`src/rtl/vmmul_result_writer_if.sv`:
```
// Addressed word stream with a valid/ready handshake.
// Carries both the core result stream and the memory write bus.
interface vmmul_result_writer_if #(
  parameter int DATA_W = 32,
  parameter int ADDR_W = 32
);

  logic              valid;
  logic              ready;
  logic [DATA_W-1:0] data;
  logic [ADDR_W-1:0] addr;

  modport master (
    output valid,
    output data,
    output addr,
    input  ready
  );

  modport slave (
    input  valid,
    input  data,
    input  addr,
    output ready
  );

endinterface

```
`src/rtl/vmmul_result_writer.sv`:
```
// VMMUL result writeback: buffers result words and writes one tile
// to data memory, checking every address against the armed window.
module vmmul_result_writer #(
  parameter int DATA_W     = 32,
  parameter int ADDR_W     = 32,
  parameter int FIFO_DEPTH = 4,
  parameter int TILE_WORDS = 16
) (
  input  logic                  clk,
  input  logic                  rst,
  input  logic                  i_start,
  input  logic [ADDR_W-1:0]     i_base_addr,
  vmmul_result_writer_if.slave  i_res,
  vmmul_result_writer_if.master o_mem,
  output logic                  o_busy,
  output logic                  o_done,
  output logic                  o_err,
  output logic [4:0]            o_words_written
);

  localparam int PTR_W = $clog2(FIFO_DEPTH);
  localparam int LVL_W = PTR_W + 1;

  localparam logic [4:0] TILE_N =
    5'(TILE_WORDS);
  localparam logic [LVL_W-1:0] FULL_N =
    LVL_W'(FIFO_DEPTH);
  localparam logic [ADDR_W:0] SPAN =
    (ADDR_W+1)'(4 * (TILE_WORDS - 1));

  typedef enum logic [1:0] {
    S_IDLE,
    S_COLLECT,
    S_DRAIN,
    S_DONE
  } state_t;

  state_t            r_state;
  logic [ADDR_W-1:0] r_base;
  logic [4:0]        r_acc;
  logic [4:0]        r_wr;
  logic              r_err;
  logic              r_done;
  logic              r_busy;

  logic [LVL_W-1:0]  r_level;
  logic [PTR_W-1:0]  r_wptr;
  logic [PTR_W-1:0]  r_rptr;
  logic [DATA_W-1:0] r_fifo_d [FIFO_DEPTH];
  logic [ADDR_W-1:0] r_fifo_a [FIFO_DEPTH];

  logic              r_req;
  logic [ADDR_W-1:0] r_addr;
  logic [DATA_W-1:0] r_wdata;

  logic [ADDR_W:0]   w_hi_ext;
  logic [ADDR_W-1:0] w_hi;
  logic              w_wrap;
  logic              w_legal;
  logic              w_ready;
  logic              w_hs;
  logic              w_push;
  logic              w_bad;
  logic              w_pop;
  logic [PTR_W-1:0]  w_rptr_n;
  logic [LVL_W-1:0]  w_level_n;
  logic [4:0]        w_acc_n;
  logic [4:0]        w_wr_n;
  logic              w_bypass;
  logic [ADDR_W-1:0] w_head_a;
  logic [DATA_W-1:0] w_head_d;

  // A window whose top wraps past 2^ADDR_W rejects every word.
  assign w_hi_ext = {1'b0, r_base} + SPAN;
  assign w_wrap   = w_hi_ext[ADDR_W];
  assign w_hi     = w_hi_ext[ADDR_W-1:0];

  assign w_legal = (i_res.addr[1:0] == 2'b00)
                && !w_wrap
                && (i_res.addr >= r_base)
                && (i_res.addr <= w_hi);

  assign w_ready = (r_state == S_COLLECT)
                && (r_level != FULL_N)
                && (r_acc < TILE_N);

  assign i_res.ready = w_ready;

  assign w_hs   = i_res.valid && w_ready;
  assign w_push = w_hs && w_legal;
  assign w_bad  = w_hs && !w_legal;
  assign w_pop  = r_req && o_mem.ready;

  assign w_rptr_n = w_pop ? r_rptr + PTR_W'(1)
                          : r_rptr;

  assign w_level_n = r_level
                   + LVL_W'(w_push)
                   - LVL_W'(w_pop);

  assign w_acc_n = r_acc + 5'(w_push);
  assign w_wr_n  = r_wr + 5'(w_pop);

  // A word pushed into an empty (or emptying) FIFO becomes the head.
  assign w_bypass = w_push && (r_wptr == w_rptr_n);

  assign w_head_a = w_bypass ? i_res.addr
                             : r_fifo_a[w_rptr_n];
  assign w_head_d = w_bypass ? i_res.data
                             : r_fifo_d[w_rptr_n];

  assign o_mem.valid     = r_req;
  assign o_mem.addr      = r_addr;
  assign o_mem.data      = r_wdata;
  assign o_busy          = r_busy;
  assign o_done          = r_done;
  assign o_err           = r_err;
  assign o_words_written = r_wr;

  always_ff @(posedge clk) begin
    if (w_push) begin
      r_fifo_d[r_wptr] <= i_res.data;
      r_fifo_a[r_wptr] <= i_res.addr;
    end
  end

  always_ff @(posedge clk) begin
    if (rst) begin
      r_level <= '0;
      r_wptr  <= '0;
      r_rptr  <= '0;
      r_req   <= 1'b0;
      r_addr  <= '0;
      r_wdata <= '0;
    end else begin
      r_level <= w_level_n;
      r_rptr  <= w_rptr_n;
      if (w_push) begin
        r_wptr <= r_wptr + PTR_W'(1);
      end
      r_req <= (w_level_n != '0);
      if (w_level_n != '0) begin
        r_addr  <= w_head_a;
        r_wdata <= w_head_d;
      end
    end
  end

  always_ff @(posedge clk) begin
    if (rst) begin
      r_state <= S_IDLE;
      r_base  <= '0;
      r_acc   <= '0;
      r_wr    <= '0;
      r_err   <= 1'b0;
      r_done  <= 1'b0;
      r_busy  <= 1'b0;
    end else begin
      unique case (r_state)
        S_IDLE, S_DONE: begin
          if (i_start) begin
            r_state <= S_COLLECT;
            r_base  <= i_base_addr;
            r_acc   <= '0;
            r_wr    <= '0;
            r_err   <= 1'b0;
            r_done  <= 1'b0;
            r_busy  <= 1'b1;
          end
        end
        S_COLLECT: begin
          r_acc <= w_acc_n;
          r_wr  <= w_wr_n;
          if (w_bad) begin
            r_err <= 1'b1;
          end
          if (w_acc_n == TILE_N) begin
            r_state <= S_DRAIN;
          end
        end
        S_DRAIN: begin
          r_wr <= w_wr_n;
          if (w_wr_n == TILE_N) begin
            r_state <= S_DONE;
            r_busy  <= 1'b0;
            r_done  <= 1'b1;
          end
        end
        default: begin
          r_state <= S_IDLE;
        end
      endcase
    end
  end

endmodule

```
`src/flat_wrapper.sv`:
```
// flat-port wrapper written by rule: the top's interface ports become plain ports
module vmmul_result_writer_flat 
#(
  parameter int DATA_W     = 32,
  parameter int ADDR_W     = 32,
  parameter int FIFO_DEPTH = 4,
  parameter int TILE_WORDS = 16
)
  (clk, rst, i_start, i_base_addr, o_busy, o_done, o_err, o_words_written, i_res_valid, i_res_data, i_res_addr, i_res_ready, o_mem_valid, o_mem_data, o_mem_addr, o_mem_ready);
  vmmul_result_writer_if #(.DATA_W(DATA_W), .ADDR_W(ADDR_W)) i_res_i ();
  vmmul_result_writer_if #(.DATA_W(DATA_W), .ADDR_W(ADDR_W)) o_mem_i ();
  input  logic clk;
  input  logic rst;
  input  logic i_start;
  input  logic [ADDR_W-1:0] i_base_addr;
  output logic o_busy;
  output logic o_done;
  output logic o_err;
  output logic [4:0] o_words_written;
  input wire logic [$bits(i_res_i.valid)-1:0] i_res_valid;
  input wire logic [$bits(i_res_i.data)-1:0] i_res_data;
  input wire logic [$bits(i_res_i.addr)-1:0] i_res_addr;
  output wire logic [$bits(i_res_i.ready)-1:0] i_res_ready;
  output wire logic [$bits(o_mem_i.valid)-1:0] o_mem_valid;
  output wire logic [$bits(o_mem_i.data)-1:0] o_mem_data;
  output wire logic [$bits(o_mem_i.addr)-1:0] o_mem_addr;
  input wire logic [$bits(o_mem_i.ready)-1:0] o_mem_ready;
  assign i_res_i.valid = i_res_valid;
  assign i_res_i.data = i_res_data;
  assign i_res_i.addr = i_res_addr;
  assign i_res_ready = i_res_i.ready;
  assign o_mem_valid = o_mem_i.valid;
  assign o_mem_data = o_mem_i.data;
  assign o_mem_addr = o_mem_i.addr;
  assign o_mem_i.ready = o_mem_ready;
  vmmul_result_writer #(.DATA_W(DATA_W), .ADDR_W(ADDR_W), .FIFO_DEPTH(FIFO_DEPTH), .TILE_WORDS(TILE_WORDS)) u_core (.clk(clk), .rst(rst), .i_start(i_start), .i_base_addr(i_base_addr), .i_res(i_res_i), .o_mem(o_mem_i), .o_busy(o_busy), .o_done(o_done), .o_err(o_err), .o_words_written(o_words_written));
endmodule
```
`config.mk`:
```
export PLATFORM = sky130hd
export DESIGN_NAME = vmmul_result_writer_flat
export DESIGN_NICKNAME = d
export VERILOG_FILES = /design/src/rtl/vmmul_result_writer_if.sv /design/src/rtl/vmmul_result_writer.sv /design/src/flat_wrapper.sv
export SDC_FILE = /design/constraint.sdc
export NUM_CORES = 1
export LEC_CHECK = 0
export CAP_MARGIN = 40
export CORE_MARGIN = 2
export CORE_UTILIZATION = 55
export DETAILED_ROUTE_END_ITERATION = 6
export PLACE_DENSITY = 0.79
export SYNTH_ARGS = -nofsm -noshare
export SYNTH_HDL_FRONTEND = slang
export SYNTH_SLANG_ARGS = --single-unit
```
`constraint.sdc`:
```
create_clock -name clk -period 8.9 [get_ports clk]
set_clock_uncertainty 0.15 [all_clocks]
set_input_delay 0.89 -clock clk [delete_from_list [all_inputs] [get_ports clk]]
set_output_delay 0.89 -clock clk [all_outputs]
set_load 0.05 [all_outputs]
```
# Yosys cells after proc, flatten, opt, wreduce, memory -nomap -nowiden
# Memory sizes are Yosys's and may differ from the RTL's. A register that Yosys moved wholly into a read port is not among the register bits.
# Cells that the tools add are included.
dict set report totals {
  reg_bits 55
  mem_bits_rw 256
  input_bits 101
  output_inout_bits 74
  wordCells 74
  n_memories 2
}
dict set report classes {
  addsub 7
  magnitude_cmp 3
  eq_ne 10
  muxes 18
  reduce_logical 23
}
# name words word_bits read_ports rd_clocked_by_memory_dff wr line_no
set memory_table {}
lappend memory_table {u_core.r_fifo_a 4 32 1 1 1 vmmul_result_writer.sv:50} ;# logic [ADDR_W-1:0] r_fifo_a [FIFO_DEPTH];
lappend memory_table {u_core.r_fifo_d 4 32 1 1 1 vmmul_result_writer.sv:49} ;# logic [DATA_W-1:0] r_fifo_d [FIFO_DEPTH];
# op n
set ops {}
lappend ops {{32-bit by 6-bit adder with 33-bit output (second input constant)} 1}
lappend ops {{32-bit greater-or-equal comparator} 1}
lappend ops {{32-bit <= comparator} 1}
lappend ops {{5-bit case mux with 2 select lines} 2}
lappend ops {{5-bit by 1-bit adder with 5-bit output} 2}
lappend ops {{5-bit == test (second input constant)} 2}
lappend ops {{1-bit logical AND} 9}
lappend ops {{3-bit AND reduction} 3}
lappend ops {{2-bit two-way mux} 4}
lappend ops {{1-bit two-way mux} 7}
lappend ops {{1-bit case mux with 2 select lines} 3}
lappend ops {{2-bit case mux with 3 select lines} 1}
lappend ops {{5-bit less-than comparator (second input constant)} 1}
lappend ops {{5-bit two-way mux} 1}
lappend ops {{2-bit by 1-bit adder with 2-bit output (second input constant)} 2}
lappend ops {{2-bit == test (second input constant)} 2}
lappend ops {{2-bit zero test} 2}
lappend ops {{2-bit by 1-bit != test with 1-bit output (second input constant)} 2}
lappend ops {{2-bit != test (second input constant)} 2}
lappend ops {{2-bit AND reduction} 2}
lappend ops {{2-bit nonzero test} 2}
lappend ops {{2-bit OR reduction} 2}
lappend ops {{3-bit by 1-bit adder with 3-bit output} 1}
lappend ops {{3-bit != test (second input constant)} 1}
lappend ops {{4 further kinds} 5}

# Logic depth before layout (Yosys ltp)
# Gate-level depths: netlist of run 1.
dict set report logic_depth {
  depth_word 10
  ltp_mapped 24
  mapped_depth_nobuf 22
}

# Least setup slack after synthesis of run 1
# OpenSTA, ideal clock, no wires.
dict set report synth_path {
  path_type {reg-to-reg}
  startpoint {register u_core.r_base[2]}
  endpoint {memory u_core.r_fifo_a[0][0], enable pin}
  setup_time_ps 429
  t_arrival_ps 4939
  t_required_ps 8321
  setup_slack_ps 3382
  stages_incl_launch_ff 17
  path_buffers 1
  period_less_slack_ps 5518
  cell_sequence {dfxtp_1 -> inv_1 -> ha_1 -> or3b_1 -> nor4b_2 -> nand2_1 -> nor2_1 -> and2_1 -> xnor2_1 -> ha_1 -> nand4_1 -> nor4_1 -> nand2_1 -> a2111oi_4 -> buf_4 -> and3_1 -> and2_1}
}
dict set report synth_via {
  elab_chain_len 8
  word_cells_on_any_way 10
  classes_between {1 x add/sub; 2 x order compare; 2 x mux; 5 x reduce/logical}
}
# element line_no
set synth_rtl {}
lappend synth_rtl {{from (decl)} vmmul_result_writer.sv:39} ;# logic [ADDR_W-1:0] r_base;
lappend synth_rtl {{from (signal assigned)} vmmul_result_writer.sv:163} ;# r_base <= i_base_addr;
lappend synth_rtl {{parallel branches: the longest is 4 deep, another holds 32-bit by 6-bit adder with 33-bit output} --}
lappend synth_rtl {{1-bit logical AND (*)} vmmul_result_writer.sv:81} ;# && (i_res.addr <= w_hi);
lappend synth_rtl {{1-bit logical AND (*)} vmmul_result_writer.sv:90} ;# assign w_push = w_hs && w_legal;
lappend synth_rtl {{named net u_core.w_push} vmmul_result_writer.sv:62} ;# logic w_push;
lappend synth_rtl {{1-bit two-way mux (*)} vmmul_result_writer.sv:121} ;# if (w_push) begin
lappend synth_rtl {{1-bit two-way mux (not written as such) (*)} vmmul_result_writer.sv:123} ;# r_fifo_a[r_wptr] <= i_res.addr;
lappend synth_rtl {{to (decl)} vmmul_result_writer.sv:50}
# Mark *: on every way through the listed nets, which the timed path passes.

# Worst setup path after layout of run 1
dict set report layout_path {
  startpoint {register u_core.r_base[10]}
  endpoint {register u_core.r_wdata[19] (netlist: u_core.o_mem.data[19]), read port of u_core.r_fifo_d}
}
dict set report layout_via {
  elab_chain_len 9
  word_cells_on_any_way 11
  classes_between {3 x add/sub; 2 x order compare; 6 x reduce/logical}
}
# element line_no
set layout_rtl {}
lappend layout_rtl {{parallel branches: the longest is 4 deep, another holds 32-bit by 6-bit adder with 33-bit output} --}
lappend layout_rtl {{1-bit logical AND (*)} vmmul_result_writer.sv:81}
lappend layout_rtl {{1-bit logical AND (*)} vmmul_result_writer.sv:90}
lappend layout_rtl {{named net u_core.w_push} vmmul_result_writer.sv:62}
lappend layout_rtl {{3-bit by 1-bit adder with 3-bit output (*)} vmmul_result_writer.sv:98} ;# + LVL_W'(w_push)
lappend layout_rtl {{3-bit by 1-bit subtractor with 3-bit output (*)} vmmul_result_writer.sv:99} ;# - LVL_W'(w_pop);
lappend layout_rtl {{named net u_core.w_level_n[1]} vmmul_result_writer.sv:66} ;# logic [LVL_W-1:0] w_level_n;
lappend layout_rtl {{3-bit nonzero test (*)} vmmul_result_writer.sv:142} ;# if (w_level_n != '0) begin
lappend layout_rtl {{to (decl)} vmmul_result_writer.sv:54} ;# logic [DATA_W-1:0] r_wdata;
# Marks and branches as above.
# A chain may end at the register's enable or synchronous reset.

==> impl_metrics.ini, run 1 <==
[finish]
area_growth_pct = 20.6
drive_above_1_share = 0.110
fin_nets = 1628
post-route-util = 0.678
seqCellArea_mm2 = 0.0101
mostFrequentLayoutCell = edfxtp_1
final_cells = 1873
multi_input_area_mm2 = 0.00623
fill_cells = 2114
final_cell_mix = 256 x edfxtp_1, 173 x clkdlybuf4s50_1, 119 x dfxtp_1
final_area_mm2 = 0.0202

[synth]
yosysTopAreaCell = edfxtp_1
synth_area_leaders = edfxtp_1 46%, dfxtp_1 14%, mux4_2 8.6%, ha_1 5.7%, a211oi_1 2.8%
synth_seq_cells = 375
yosys-mux-area-fraction = 0.0858
syn_area_mm2 = 0.0168
yosysSeqAreaShare = 0.600
synth_top_family_by_area = compound AO/OA/AOI/OAI gates
synth_flop_cell = edfxtp_1
ys_warn_count = 0
yosys.area_share.simple = 0.0844
synth_edf_count = 256
synthArstFlopShare = 0
yosys.area.top_type_share = 0.458
syn_nets = 1480
synthAdderAreaFrac = 0.0578
synth-compound-area-share = 0.119
synth_area_per_cell_um2 = 12.9
synth_cells = 1302
synth_cell_types = 55
synthXorXnorAreaFrac = 0.0203

[worst_setup_path]
crit_type = reg2reg
critPathSlowestCell = or3_2
r2r_setup_slack_ps = 2050
cp.required_ps = 9110
reg2reg_to = u_core.o_mem.data[19]$_SDFFE_PP0P_
path_cells = nand4_1 > nor4_1 > nand2_1 > nor2_1 > nand3_1 > xnor2_1 > ha_1 > nand4_1 > nor4_1 > nand2_1 > a2111oi_4 > and3_1 > ha_1 > fa_1 > or3_2 > buf_4 > nor2_1 > a211oi_1
r2r_start = u_core.r_base[10]$_SDFFE_PP0P_
cp_slowest_stage_delay_ps = 750
worstPathArrival_ps = 7050
cp-end-kind = register
critical_path.max_fanout = 44
start_kind = register
rr_worst_depth = 18

[grt]
grt_first_pass_wirelength_um = 64400
grt_pass1_vias = 11900
track_usage = 0.265
grt_overflow = 0
antenna_found_initial = 2
grt_max_degree = 81

[cts]
cts-resized-gates = 0
worstSkewPairLatency_ps = 530
hold_buffers = 0
cts_made_buffers = 39
htree_levels = 2
cts_tree = done
root_buffer = clkbuf_16
path_clk_slew_ps = 60
clk_path_buf_depth = 3
post_cts_buffers = 0
clock-sinks = 375

[sta]
rsz0062_at_grt = no
tightestPinTransition_ps = 905
setup_viol = 0
relSlewSlack = 0.397
final.setup.worst_slack_ps = 2050
finalHoldViolations = 0
slew_viol_final = 0
fin_setup_tns_ps = 0
fmax_mhz = 146
fin_hold_ws_ps = 311
min_period_ps = 6850
fin_crit_sh = 0.769

[detailed_routing]
wl_per_cell_um = 22.4
vias_per_cell = 6.25
ant_nets = 0
drtPass1Iterations = 7
drt_wl_total_um = 41900
drt_iter0_drc = 1077
dr_total_vias = 11700
drcViolationCount = 0

[flow_run]
drv_cap = 0

[power]
intPower_mw = 3.90
p_seq_frac = 0.347
p_total_mw = 6.27
leakage_nw = 6.97
pwr-share-clk = 0.252
combinationalPowerShare = 0.401
swShare = 0.379
power_density_mw_per_mm2 = 310
peakVddDrop_uv = 267
p_switching_mw = 2.38

[floorplan]
fp.dieArea_mm2 = 0.0319
fp.dieW_um = 179
core_mm2 = 0.0299
io_pins = 175
rows = 63
die_h_um = 179
initial_utilization = 0.562

[place]
io_buffers = 174
dpl-instance-area_mm2 = 0.0190
dp_slack_ps = 2210
dp.cells = 1799
gp_congestion = 0.869
dpl.hpwl_um = 25900

[hold_path]
min_path_type = reg2reg
min_path_cells = 2
min_from = u_core.o_mem.addr[1]$_SDFFE_PP0P_
hold_end = u_core.o_mem.addr[1]$_SDFFE_PP0P_

[run_status]
status = complete, no violations
worst max-delay path by stage:
stage                                          to  cells past startpoint                      startpoint  slack [ps]
2_1_floorplan     u_core.r_fifo_a[0][0]$_DFFE_PP_                     16   u_core.r_base[2]$_SDFFE_PP0P_        3380
3_3_place_gp   u_core.o_mem.data[31]$_SDFFE_PP0P_                     18  u_core.r_base[10]$_SDFFE_PP0P_        2400
3_5_place_dp   u_core.o_mem.data[19]$_SDFFE_PP0P_                     18  u_core.r_base[10]$_SDFFE_PP0P_        2210
4_1_cts        u_core.o_mem.data[19]$_SDFFE_PP0P_                     18  u_core.r_base[10]$_SDFFE_PP0P_        2160
5_1_grt        u_core.o_mem.data[19]$_SDFFE_PP0P_                     18  u_core.r_base[10]$_SDFFE_PP0P_        1630
6_report       u_core.o_mem.data[19]$_SDFFE_PP0P_                     18  u_core.r_base[10]$_SDFFE_PP0P_        2050
Yosys cell counts, drive strengths merged (10+ instances only):
master and instances:
xnor2 33, a41oi 30, nand2 93, nor2 95, a21oi 66, dfxtp 119, a31oi 32, inv 48
o21ai 72, ha 76, nand4 21, nor3 13, edfxtp 256, a211oi 63, and3 33, clkbuf 73
mux4 64, nand3 17, buf 16, a21o 10
registers in the layout, indices dropped and copies added (netlist names), 2 cells and up:
| register | flops |
|---|---|
| u_core.r_rptr | 2 |
| u_core.o_mem.addr | 32 |
| u_core.r_base | 32 |
| u_core.r_fifo_d | 128 |
| u_core.r_state | 2 |
| u_core.r_acc | 5 |
| u_core.o_words_written | 5 |
| u_core.r_wptr | 2 |
| u_core.o_mem.data | 32 |
| u_core.r_level | 3 |
| u_core.r_fifo_a | 128 |
logic make-up (layout without fill, tap and decap cells):
kind of cell,Yosys count,after routing
AOI/OAI and AO/OA,306,306
xor gates and xnor gates,39,39
adders and majority gates,77,77
buffers and inverters,137,316
DFF,375,375
muxes,64,64
other,0,2
and+or+nand+nor,304,304
routing by layer:
| metal | vias up | GRT usage | part of all wire |
|---|---|---|---|
| met5 | - | 0 | 0 |
| met4 | 0 | 0.117 | 0.036 |
| met3 | 101 | 0.0354 | 0.070 |
| met2 | 534 | 0.446 | 0.49 |
| met1 | 5789 | 0.348 | 0.40 |
| li1 | 5285 | - | - |
area by class of cell:
type / count / share of cell area
Sequential cell: 375 / 0.497
Multi-Input combinational cell: 790 / 0.308
Timing Repair Buffer: 196 / 0.100
Clock buffer: 56 / 0.0544
Tap cell: 390 / 0.0241
Inverter: 48 / 0.00890
Clock inverter: 16 / 0.00754
Antenna cell: 2 / 0.000247
power by group through the flow:
stage / registers (mW) / clock network (mW) / logic [mW]
6_report: 2.18 / 1.58 / 2.51
5_1_grt: 2.19 / 1.67 / 2.70
4_1_cts: 2.18 / 1.61 / 2.51
3_5_place_dp: 2.21 / 0 / 2.50
3_3_place_gp: 2.21 / 0 / 2.41
2_1_floorplan: 2.60 / 0 / 1.33
worst max-delay path: cells and delay by family, from the launching register on:
kind	cells	cell delay, ps
simple gates	11	3980
buf+inv	1	390
compound gates	2	500
fa+ha+maj	3	970
xor+xnor	1	150
flops	1	430
(Power assumes the default switching activity.)
==> run 2, diff against run 1 <==
==> constraint.sdc (replaced) <==
create_clock -name clk -period 6.91 [get_ports clk]
set_clock_uncertainty 0.15 [all_clocks]
set_input_delay 0.691 -clock clk [delete_from_list [all_inputs] [get_ports clk]]
set_output_delay 0.691 -clock clk [all_outputs]
set_load 0.05 [all_outputs]
==> run 2 against run 1 <==
- via count shrank 0.13%
- design area is essentially flat
- final cell count is the same
- die area is the same
- first-iteration DRC count grew 12%
- non-clock buffer count grew 2
- critical path type unchanged
- critical endpoint is now u_core.o_mem.data[18]$_SDFFE_PP0P_
- largest power group unchanged
==> impl_metrics.ini, run 2 (same netlist as run 1, synthesis figures left out) <==
[floorplan]
fp.dieArea_mm2 = 0.0319
initial_utilization = 0.562
fp.dieW_um = 179
die_h_um = 179
rows = 63
io_pins = 175
core_mm2 = 0.0299

[flow_run]
drv_cap = 0

[cts]
cts_made_buffers = 39
root_buffer = clkbuf_16
clock-sinks = 375
worstSkewPairLatency_ps = 530
hold_buffers = 0
clk_path_buf_depth = 3
post_cts_buffers = 0
path_clk_slew_ps = 60
cts-resized-gates = 0
cts_tree = done
htree_levels = 2

[detailed_routing]
drt_wl_total_um = 42600
ant_nets = 0
drcViolationCount = 0
drt_iter0_drc = 1203
vias_per_cell = 6.24
drtPass1Iterations = 5
dr_total_vias = 11700
wl_per_cell_um = 22.8

[place]
dpl.hpwl_um = 25700
io_buffers = 174
gp_congestion = 0.845

[hold_path]
min_path_type = reg2reg

[grt]
grt_max_degree = 68
track_usage = 0.273
grt_pass1_vias = 12100
grt_first_pass_wirelength_um = 66300
antenna_found_initial = 2
grt_overflow = 0

[sta]
fin_setup_tns_ps = 0
setup_viol = 0
slew_viol_final = 0
relSlewSlack = 0.397
fin_crit_sh = 0.895
tightestPinTransition_ps = 904
rsz0062_at_grt = no
fmax_mhz = 162
min_period_ps = 6180
finalHoldViolations = 0
fin_hold_ws_ps = 313

[finish]
fin_nets = 1630
seqCellArea_mm2 = 0.0101
top_regs = u_core.r_fifo_a x128, u_core.r_fifo_d x128
mostFrequentLayoutCell = edfxtp_1
area_growth_pct = 20.5
drive_above_1_share = 0.107
multi_input_area_mm2 = 0.00623
fill_cells = 2114
final_cell_mix = 256 x edfxtp_1, 173 x clkdlybuf4s50_1, 119 x dfxtp_1

[worst_setup_path]
cp.required_ps = 7150
critical_path.max_fanout = 64
cp-end-kind = register
r2r_setup_slack_ps = 730
worstPathArrival_ps = 6420
crit_type = reg2reg
start_kind = register

[power]
peakVddDrop_uv = 473
power_density_mw_per_mm2 = 397
leakage_nw = 6.98

[run_status]
status = complete, no violations
## run 2: worst max-delay path, stage by stage (launching register included)
cell and delay, ps:
dfxtp_1 400, nand4_1 300, nor4_1 600, nand2_1 240, nor2_1 280, nand3_1 130
xnor2_1 150, ha_1 300, nand4_1 150, nor4_1 430, nand2_1 180, a2111oi_4 400
and3_1 390, ha_1 220, fa_1 470, or3_2 510, buf_4 400, nor2_1 240
a211oi_1 90
## run 2: final timing paths
kind / from / to / depth (start not counted)
max: u_core.r_base[10]$_SDFFE_PP0P_ / u_core.o_mem.data[18]$_SDFFE_PP0P_ / 18
min: u_core.r_base[29]$_SDFFE_PP0P_ / u_core.r_base[29]$_SDFFE_PP0P_ / 2
max reg2reg: u_core.r_base[10]$_SDFFE_PP0P_ / u_core.o_mem.data[18]$_SDFFE_PP0P_ / 18
min reg2reg: u_core.r_base[29]$_SDFFE_PP0P_ / u_core.r_base[29]$_SDFFE_PP0P_ / 2
## run 2: final cells by class
cell class / count / share of cell area
flip-flops and latches: 375 / 0.498
multi-input cells: 790 / 0.308
repair buffers: 198 / 0.102
clock buffers: 57 / 0.0546
well taps: 390 / 0.0241
inverters: 48 / 0.00890
clock inverters: 13 / 0.00501
diodes: 2 / 0.000247
## run 2: power breakdown
group          total, mW  internal [mW]  switching, mW
Combinational       3.24           1.19           2.05
Clock               1.99           1.15          0.842
Sequential          2.80           2.63          0.169
Total               8.03           4.97           3.06
## run 2: stage by stage
stage               power [mW]  cell area, µm²  std cells  utilization  worst slack (ps)
finish                    8.03           20200       1873        0.677               728
global route              8.45           20200       1873        0.677               401
CTS                       8.06           20200       1871        0.677               865
detailed placement        6.06           19000       1801        0.637               931
global placement          5.94           18800       1793        0.630              1120
floorplan                 5.06           16800       1302            -              1390
## run 2: per-layer routing
layer  vias to the layer above  GRT usage  part of all wire
li1                       5280          -                 -
met1                      5736      0.355              0.39
met2                       566      0.452              0.49
met3                       112     0.0397             0.073
met4                         0      0.132             0.042
met5                         -          0                 0
==> run 3, diff against run 2 <==
--- a/config.mk
+++ b/config.mk
@@ -5,7 +5,7 @@
 export SDC_FILE = /design/constraint.sdc
 export NUM_CORES = 1
 export LEC_CHECK = 0
-export CAP_MARGIN = 40
+export CAP_MARGIN = 20
 export CORE_MARGIN = 2
 export CORE_UTILIZATION = 55
 export DETAILED_ROUTE_END_ITERATION = 6
==> run 3 against run 2 <==
- die area did not move
- core utilization fell by 0.54 points
- worst hold slack lost 6.1 ps
- critical endpoint is now u_core.o_mem.addr[11]$_SDFFE_PP0P_
- fmax increased by 1.3%
==> impl_metrics.ini, run 3 (same netlist as run 1, synthesis figures left out) <==
[floorplan]
rows = 63
die_h_um = 179
fp.dieW_um = 179
fp.dieArea_mm2 = 0.0319
io_pins = 175
core_mm2 = 0.0299
initial_utilization = 0.562

[sta]
tightestPinTransition_ps = 1080
slew_viol_final = 0
fin_crit_sh = 0.883
fin_setup_tns_ps = 0
finalHoldViolations = 0
fmax_mhz = 164
setup_viol = 0
rsz0062_at_grt = no
relSlewSlack = 0.283
min_period_ps = 6100
fin_hold_ws_ps = 307

[detailed_routing]
wl_per_cell_um = 22.4
ant_nets = 0
drcViolationCount = 0
drt_wl_total_um = 41700
drt_iter0_drc = 1160
vias_per_cell = 6.24
dr_total_vias = 11600
drtPass1Iterations = 6

[worst_setup_path]
cp-end-kind = register
r2r_setup_slack_ps = 810
worstPathArrival_ps = 6310
cp.required_ps = 7120
critical_path.max_fanout = 64
crit_type = reg2reg
critPathSlowestCell = nor4_1
path_cells = nand4_1 > nor4_1 > nand2_1 > nor2_1 > nand3_1 > xnor2_1 > ha_1 > nand4_1 > nor4_1 > nand2_1 > a2111oi_4 > and3_1 > ha_1 > fa_1 > or3_2 > buf_4 > nor2_1 > a211oi_1
cp_slowest_stage_delay_ps = 610
r2r_start = u_core.r_base[10]$_SDFFE_PP0P_
reg2reg_to = u_core.o_mem.addr[11]$_SDFFE_PP0P_
rr_worst_depth = 18
start_kind = register

[cts]
cts_tree = done
root_buffer = clkbuf_16
post_cts_buffers = 0
clk_path_buf_depth = 3
clock-sinks = 375
worstSkewPairLatency_ps = 520
htree_levels = 2
cts-resized-gates = 0
hold_buffers = 0
cts_made_buffers = 39
path_clk_slew_ps = 60

[grt]
grt_first_pass_wirelength_um = 64200
grt_max_degree = 86
antenna_found_initial = 1
grt_pass1_vias = 11800
grt_overflow = 0
track_usage = 0.264

[finish]
fin_nets = 1622
final_cell_mix = 256 x edfxtp_1, 173 x clkdlybuf4s50_1, 119 x dfxtp_1
top_regs = u_core.r_fifo_a x128, u_core.r_fifo_d x128
drive_above_1_share = 0.108
mostFrequentLayoutCell = edfxtp_1
area_growth_pct = 19.6
final_area_mm2 = 0.0201

[place]
io_buffers = 174
dpl-instance-area_mm2 = 0.0188
dpl.hpwl_um = 24600
gp_congestion = 0.845

[power]
power_density_mw_per_mm2 = 401
leakage_nw = 6.91
peakVddDrop_uv = 535

[hold_path]
min_path_type = reg2reg
min_path_cells = 2
min_from = u_core.o_mem.addr[0]$_SDFFE_PP0P_
hold_end = u_core.o_mem.addr[0]$_SDFFE_PP0P_

[run_status]
status = complete, no violations

[flow_run]
drv_cap = 0
-- run 3: layer usage --
metal / up-vias / GRT usage / wire, µm
li1: 5275 / - / -
met1: 5763 / 0.351 / 16900
met2: 508 / 0.447 / 21000
met3: 92 / 0.0316 / 2710
met4: 0 / 0.102 / 1080
met5: - / 0 / 0
-- run 3: worst max-delay path by stage --
| stage | startpoint | endpoint | depth (start not counted) |
|---|---|---|---|
| final | u_core.r_base[10]$_SDFFE_PP0P_ | u_core.o_mem.addr[11]$_SDFFE_PP0P_ | 18 |
| after global routing | u_core.r_base[10]$_SDFFE_PP0P_ | u_core.o_mem.addr[0]$_SDFFE_PP0P_ | 18 |
| after CTS | u_core.r_base[2]$_SDFFE_PP0P_ | u_core.o_mem.addr[11]$_SDFFE_PP0P_ | 19 |
| after detailed placement | u_core.r_base[2]$_SDFFE_PP0P_ | u_core.o_mem.addr[1]$_SDFFE_PP0P_ | 19 |
| after global placement | u_core.r_base[2]$_SDFFE_PP0P_ | u_core.o_mem.addr[0]$_SDFFE_PP0P_ | 19 |
| after floorplan | u_core.r_base[2]$_SDFFE_PP0P_ | u_core.r_fifo_a[0][0]$_DFFE_PP_ | 16 |
-- run 3: area by class of cell --
class,count,area [µm²]
well taps,390,488
repair buffers,190,1860
clock inverters,13,87.6
inverters,48,180
flip-flops and latches,375,10100
diodes,1,2.50
clock buffers,59,1160
fillers,2158,9800
multi-input cells,790,6230
-- run 3: critical path: cells and delay by family, from the launching register on --
kind | cells | cell delay (ps)
compound gates | 2 | 470
flops | 1 | 400
simple gates | 11 | 3360
xor+xnor | 1 | 150
fa+ha+maj | 3 | 980
buf+inv | 1 | 410
-- run 3: power breakdown --
| part | internal (mW) | switching [mW] | total, mW |
|---|---|---|---|
| logic | 1.18 | 2.04 | 3.22 |
| registers | 2.63 | 0.172 | 2.80 |
| clock network | 1.17 | 0.852 | 2.02 |
| total | 4.98 | 3.06 | 8.05 |
-- run 3: stage by stage --
| step | total power, mW | cells | util | setup WS, ps |
|---|---|---|---|---|
| 5_1_grt | 8.45 | 1866 | 0.672 | 302 |
| 6_report | 8.05 | 1866 | 0.672 | 809 |
| 2_1_floorplan | 5.06 | 1302 | - | 1390 |
| 4_1_cts | 8.06 | 1865 | 0.672 | 866 |
| 3_3_place_gp | 5.94 | 1793 | 0.630 | 1120 |
| 3_5_place_dp | 6.04 | 1793 | 0.630 | 896 |
==> RTL change 1 (config.mk and constraints of run 3) <==
Encoding of `state_t`: now one-hot (4 bits for 4 states).
--- a/src/rtl/vmmul_result_writer.sv
+++ b/src/rtl/vmmul_result_writer.sv
@@ -30,7 +30,7 @@
 
-  typedef enum logic [1:0] {
-    S_IDLE,
-    S_COLLECT,
-    S_DRAIN,
-    S_DONE
+  typedef enum logic [3:0] {
+    S_IDLE    = 4'b0001,
+    S_COLLECT = 4'b0010,
+    S_DRAIN   = 4'b0100,
+    S_DONE    = 4'b1000
   } state_t;
Check against the original RTL: no difference found for any inputs over 4 cycles, from zero or initial values and one cycle with rst high; so few cycles prove little.
==> RTL change 1 against run 3 <==
Area after synthesis decreased by 1.2%. Critical path depth increased by 4. Power decreased by 12%. Wire length decreased by 17%. Worst hold slack got worse by 0.0049 ns. Worst setup slack got worse by 0.096 ns. Design area decreased by 0.70%. Sequential cell count increased by 2. Non-clock buffer count decreased by 6. Clock power increased by 6%. Largest power group is now sequential cells.
==> RTL change 1: results (changes against run 3) <==
Setup path
  – CP arrival: 6.47 ns (+0.16 ns)
  – Critical-path maximum fanout: 57 (-11%)

Clocking
  – Clock slew at reported path FFs: 0.06 ns (about the same)
  – Setup bufs post-CTS: 0 (unchanged)
  – H-tree Lvls: 2 (unchanged)
  – Clk_lat worst skew: 0.52 ns (about the same)
  – Clock root buffer: clkbuf_16
  – PostCTS Resize Cnt: 0 (unchanged)
  – Clk buf depth: 3 (unchanged)
  – Num CTS Buffers: 39 (unchanged)

Hold path
  – Worst Hold Class: flip-flop to flip-flop

Synth
  – Flops & latches, synth: 377 (+0.53%)
  – Yosys warns: 0 (unchanged)
  – Number of synthesized flops with an enable pin: 256 (unchanged)
  – Post-synthesis sequential area ratio: 60.9% (+0.96 points)
  – Distinct cells, synth: 55 (unchanged)
  – Synth top cells by count: edfxtp_1, dfxtp_1, nand2_1
  – Syn_nets: 1,385 (-6.4%)
  – Synth top area cells: edfxtp_1, dfxtp_1, mux4_2, ha_1, mux2i_1
  – Asr flop ratio synth: 0% (unchanged)

Placed design
  – Final GP Congestion: 0.908 (+7.4%)
  – Final HPWL DP: 22.1 mm (-10%)
  – PortBufs: 174 (unchanged)

Outcome
  – Status: finished, final reports clean

Cells and area
  – Top Registers: u_core.r_fifo_a x128, u_core.r_fifo_d x128
  – Ant diodes: 0 (-1)
  – Final net count: 1,548 (-4.6%)
  – Share of cells above drive strength 1: 10.8% (-0.092 points)

GRT
  – Total GRT Usage: 22.2% (-4.2 points)
  – Initial antenna violation count: 0 (-1)
  – First-pass GRT wire length: 54.7 mm (-15%)
  – Largest net degree at the start of global routing: 78 (-9.3%)

Detailed routing
  – Initial drt markers: 768 (-34%)
  – Via count: 10,400 (-11%)
  – Post-Route WL: 34.7 mm (-17%)
  – First-pass detailed-route iteration total: 5 (-1)

Pwr
  – Static Leak: 0.00675 uW (-2.3%)
  – Worst vdd ir: 0.242 mV (-55%)

STA
  – Slew HR: 33.6% (+5.3 points)
-- RTL change 1: report_power, final --
group | switching [uW] | internal, uW | leakage (uW)
logic | 1400 | 856 | 0.00279
clock network | 830 | 1310 | 0.000660
registers | 114 | 2590 | 0.00330
-- RTL change 1: final timing paths --
check                                                         end  slack (ns)  cells past startpoint                         startpoint
worst max-delay path            u_core.o_mem.addr[9]$_SDFFE_PP0P_        0.71                     22      u_core.r_base[2]$_SDFFE_PP0P_
worst max register to register  u_core.o_mem.addr[9]$_SDFFE_PP0P_        0.71                     22      u_core.r_base[2]$_SDFFE_PP0P_
worst min-delay path            u_core.o_mem.addr[0]$_SDFFE_PP0P_        0.30                      2  u_core.o_mem.addr[0]$_SDFFE_PP0P_
worst min register to register  u_core.o_mem.addr[0]$_SDFFE_PP0P_        0.30                      2  u_core.o_mem.addr[0]$_SDFFE_PP0P_
-- RTL change 1: kinds of logic after synthesis --
logic type	synth area share [%]
fa+ha+maj	5.63
xor+xnor	2.16
mux	12.5
buf+inv	3.24
compound gates	6.90
flops	60.9
simple gates	8.59
-- RTL change 1: final cells by class --
type	count	area [um2]
fillers	2149	9700
inverters	44	168
clock buffers	55	1110
well taps	390	488
multi-input cells	727	5990
repair buffers	184	1840
clock inverters	17	233
flip-flops and latches	377	10100
-- RTL change 1: stage by stage --
| stage | area, um2 | setup slack [ns] | power, uW | hold WS (ns) | std cells |
|---|---|---|---|---|---|
| floorplan | 16600 | 1.37 | 4350 | 0.286 | 1210 |
| global placement | 18600 | 1.01 | 4940 | 0.294 | 1721 |
| detailed placement | 18600 | 0.753 | 5010 | 0.297 | 1721 |
| CTS | 19900 | 0.723 | 7170 | 0.305 | 1793 |
| global route | 19900 | 0.292 | 7430 | 0.334 | 1794 |
| finish | 19900 | 0.713 | 7110 | 0.302 | 1794 |
-- RTL change 1: layer usage --
layer | share of wire (%) | GRT usage [%]
met4 | 2.1 | 5.91
met3 | 6.4 | 4.11
met2 | 49 | 38.0
met1 | 43 | 29.3
met5 | 0 | 0
-- RTL change 1: critical path: stages (launching register included) --
cell and delay, ns:
dfxtp_1 0.38, inv_1 0.09, ha_1 0.22, nor3b_2 0.20, nor4_1 0.61, and4_1 0.48, nand3_1 0.14, xnor2_1 0.15
ha_1 0.32, nand4_1 0.14, nor3_1 0.26, a221oi_1 0.12, o21ai_0 0.12, and2_1 0.21, nor3_1 0.06, buf_4 0.15
ha_1 0.21, fa_1 0.39, xnor2_1 0.28, or3_4 0.62, buf_4 0.45, nor2_1 0.10, a211oi_1 0.24
==> RTL change 2 (settings of run 3) <==
Without the edit above. `DATA_W` is set to 32 in 3 places; all go to 64.
--- a/src/rtl/vmmul_result_writer_if.sv
+++ b/src/rtl/vmmul_result_writer_if.sv
@@ -3,3 +3,3 @@
 interface vmmul_result_writer_if #(
-  parameter int DATA_W = 32,
+  parameter int DATA_W = 64,
   parameter int ADDR_W = 32
--- a/src/rtl/vmmul_result_writer.sv
+++ b/src/rtl/vmmul_result_writer.sv
@@ -3,3 +3,3 @@
 module vmmul_result_writer #(
-  parameter int DATA_W     = 32,
+  parameter int DATA_W     = 64,
   parameter int ADDR_W     = 32,
--- a/src/flat_wrapper.sv
+++ b/src/flat_wrapper.sv
@@ -3,3 +3,3 @@
 #(
-  parameter int DATA_W     = 32,
+  parameter int DATA_W     = 64,
   parameter int ADDR_W     = 32,
Interface: changed (resized i_res_data and o_mem_data); port bits go from 175 to 239. No check against the original RTL was run, so the function may have changed too.
==> RTL change 2 against run 3 <==
Worst setup slack got worse by 0.10 ns. Wire length rose by 41%. Design area rose by 39%. Area after synthesis rose by 39%. Critical path depth rose by 3. Sequential cell count rose by 160. Sequential power rose by 42%. Power rose by 42%. Critical path type unchanged. Critical endpoint is now u_core.o_mem.addr[31]$_SDFFE_PP0P_. Largest cell class unchanged.
==> RTL change 2: results (changes against run 3) <==
Outcome
  – Status: finished, final reports clean

Synth
  – Synth top area cells: edfxtp_1, dfxtp_1, mux4_2, ha_1, a211oi_1
  – Synth top cells by count: edfxtp_1, dfxtp_1, nor2_1
  – Distinct cells, synth: 66 (+20%)
  – Syn_nets: 1,948 (+32%)
  – Flops & latches, synth: 535 (+43%)
  – Number of synthesized flops with an enable pin: 384 (+50%)

Setup path
  – Worst R2R Path Depth: 21 (+3)
  – CP arrival: 6.54 ns (+0.23 ns)
  – Reg-to-Reg Start: u_core.r_base[12]$_SDFFE_PP0P_
  – Critical-path maximum fanout: 33 (-48%)

Pwr
  – Static Leak: 0.00975 uW (+41%)
  – Worst vdd ir: 0.552 mV (+3.1%)

Detailed routing
  – WL met2: 28.8 mm (+37%)
  – Initial drt markers: 1,459 (+26%)
  – DR WL met3: 4.72 mm (+74%)
  – First-pass detailed-route iteration total: 5 (-1)
  – Post-Route WL: 58.8 mm (+41%)
  – Vias per std cell: 6.34 (+1.7%)

Placed design
  – Setup WS pre-CTS: 0.844 ns (-0.0524 ns)
  – PortBufs: 238 (+37%)
  – Final HPWL DP: 33.6 mm (+37%)
  – Final GP Congestion: 0.893 (+5.6%)

Cells and area
  – Share of cells above drive strength 1: 11.8% (+0.97 points)
  – Final net count: 2,138 (+32%)

GRT
  – First-pass GRT wire length: 89.5 mm (+40%)
  – Total GRT Usage: 26.3% (-0.087 points)
  – Vias in the first global route: 16,100 (+36%)
  – Largest net degree at the start of global routing: 98 (+14%)

Clocking
  – Clk_lat worst skew: 0.60 ns (+0.08 ns)
  – Num CTS Buffers: 53 (+36%)

Hold path
  – Hold path startpoint: u_core.o_mem.addr[1]$_SDFFE_PP0P_

STA
  – Worst-margin pin slew: 1.15 ns (+0.0698 ns)
RTL change 2: cell types whose count changed after synthesis, sizes merged, moves of 30 or more:
cell and change:
edfxtp +128, and3 +67, a31oi +63, o21ai +43, a211oi +33, dfxtp +32, mux4 +32, nor2 +31
a41oi -30
RTL change 2: path summary, 6_finish.rpt:
kind	to	slack, ns
setup / recovery	u_core.o_mem.addr[31]$_SDFFE_PP0P_	0.71
hold / removal	u_core.o_mem.addr[1]$_SDFFE_PP0P_	0.31
setup reg to reg	u_core.o_mem.addr[31]$_SDFFE_PP0P_	0.71
hold reg to reg	u_core.o_mem.addr[1]$_SDFFE_PP0P_	0.31
RTL change 2: through the flow:
step	utilization, %	total power [uW]	std cells	hold slack [ns]	area (um2)
floorplan	-	7180	1738	0.286	23400
detailed placement	62.4	8570	2409	0.298	26200
CTS	66.5	11500	2508	0.307	27900
global placement	62.4	8460	2409	0.294	26200
global route	66.7	12000	2513	0.345	28000
finish	66.7	11500	2513	0.309	28000
RTL change 2: worst max-delay path, cell delays in order (launching register included):
cell and delay [ns]:
dfxtp_1 0.37, inv_1 0.10, nor3_1 0.33, nand3_1 0.26, nand2b_1 0.28, nor3_1 0.49
nand3_1 0.18, xnor2_1 0.17, ha_1 0.30, nand4_1 0.16, nor4_1 0.42, nand2b_1 0.12
a32oi_1 0.33, nor3_4 0.09, and3_1 0.29, ha_1 0.25, fa_1 0.38, xnor2_1 0.36
or3_4 0.26, buf_4 0.41, nor2_1 0.10, a211oi_1 0.28
RTL change 2: routing by layer:
metal,global-route usage (%),vias up
met2,44.7,787
met1,34.8,7965
met3,3.68,113
li1,-,7074
met5,0,-
met4,9.61,2
RTL change 2: power by group:
| group | total, uW | switching [uW] | internal [uW] |
|---|---|---|---|
| Sequential | 3980 | 233 | 3750 |
| Clock | 2910 | 1210 | 1700 |
| Combinational | 4580 | 2920 | 1660 |
RTL change 2: kinds of logic (layout without fill, tap and decap cells):
family	count (synthesis)	in the layout	synth area share, %
other	0	2	0
xor gates and xnor gates	35	35	1.38
buffers and inverters	177	411	3.26
AOI/OAI and AO/OA	408	408	10.9
DFF	535	535	62.3
muxes	97	97	9.30
and+or+nand+nor	409	409	8.74
adders and majority gates	77	77	4.16
RTL change 2: area by class of cell:
cell class                      instances  area, um2
Inverter                               47        176
Clock inverter                         29        340
Antenna cell                            2       5.00
Sequential cell                       535      14600
Multi-Input combinational cell       1026       8100
Timing Repair Buffer                  265       2720
Clock buffer                           70       1410
Fill cell                            2919      14000
Tap cell                              539        674
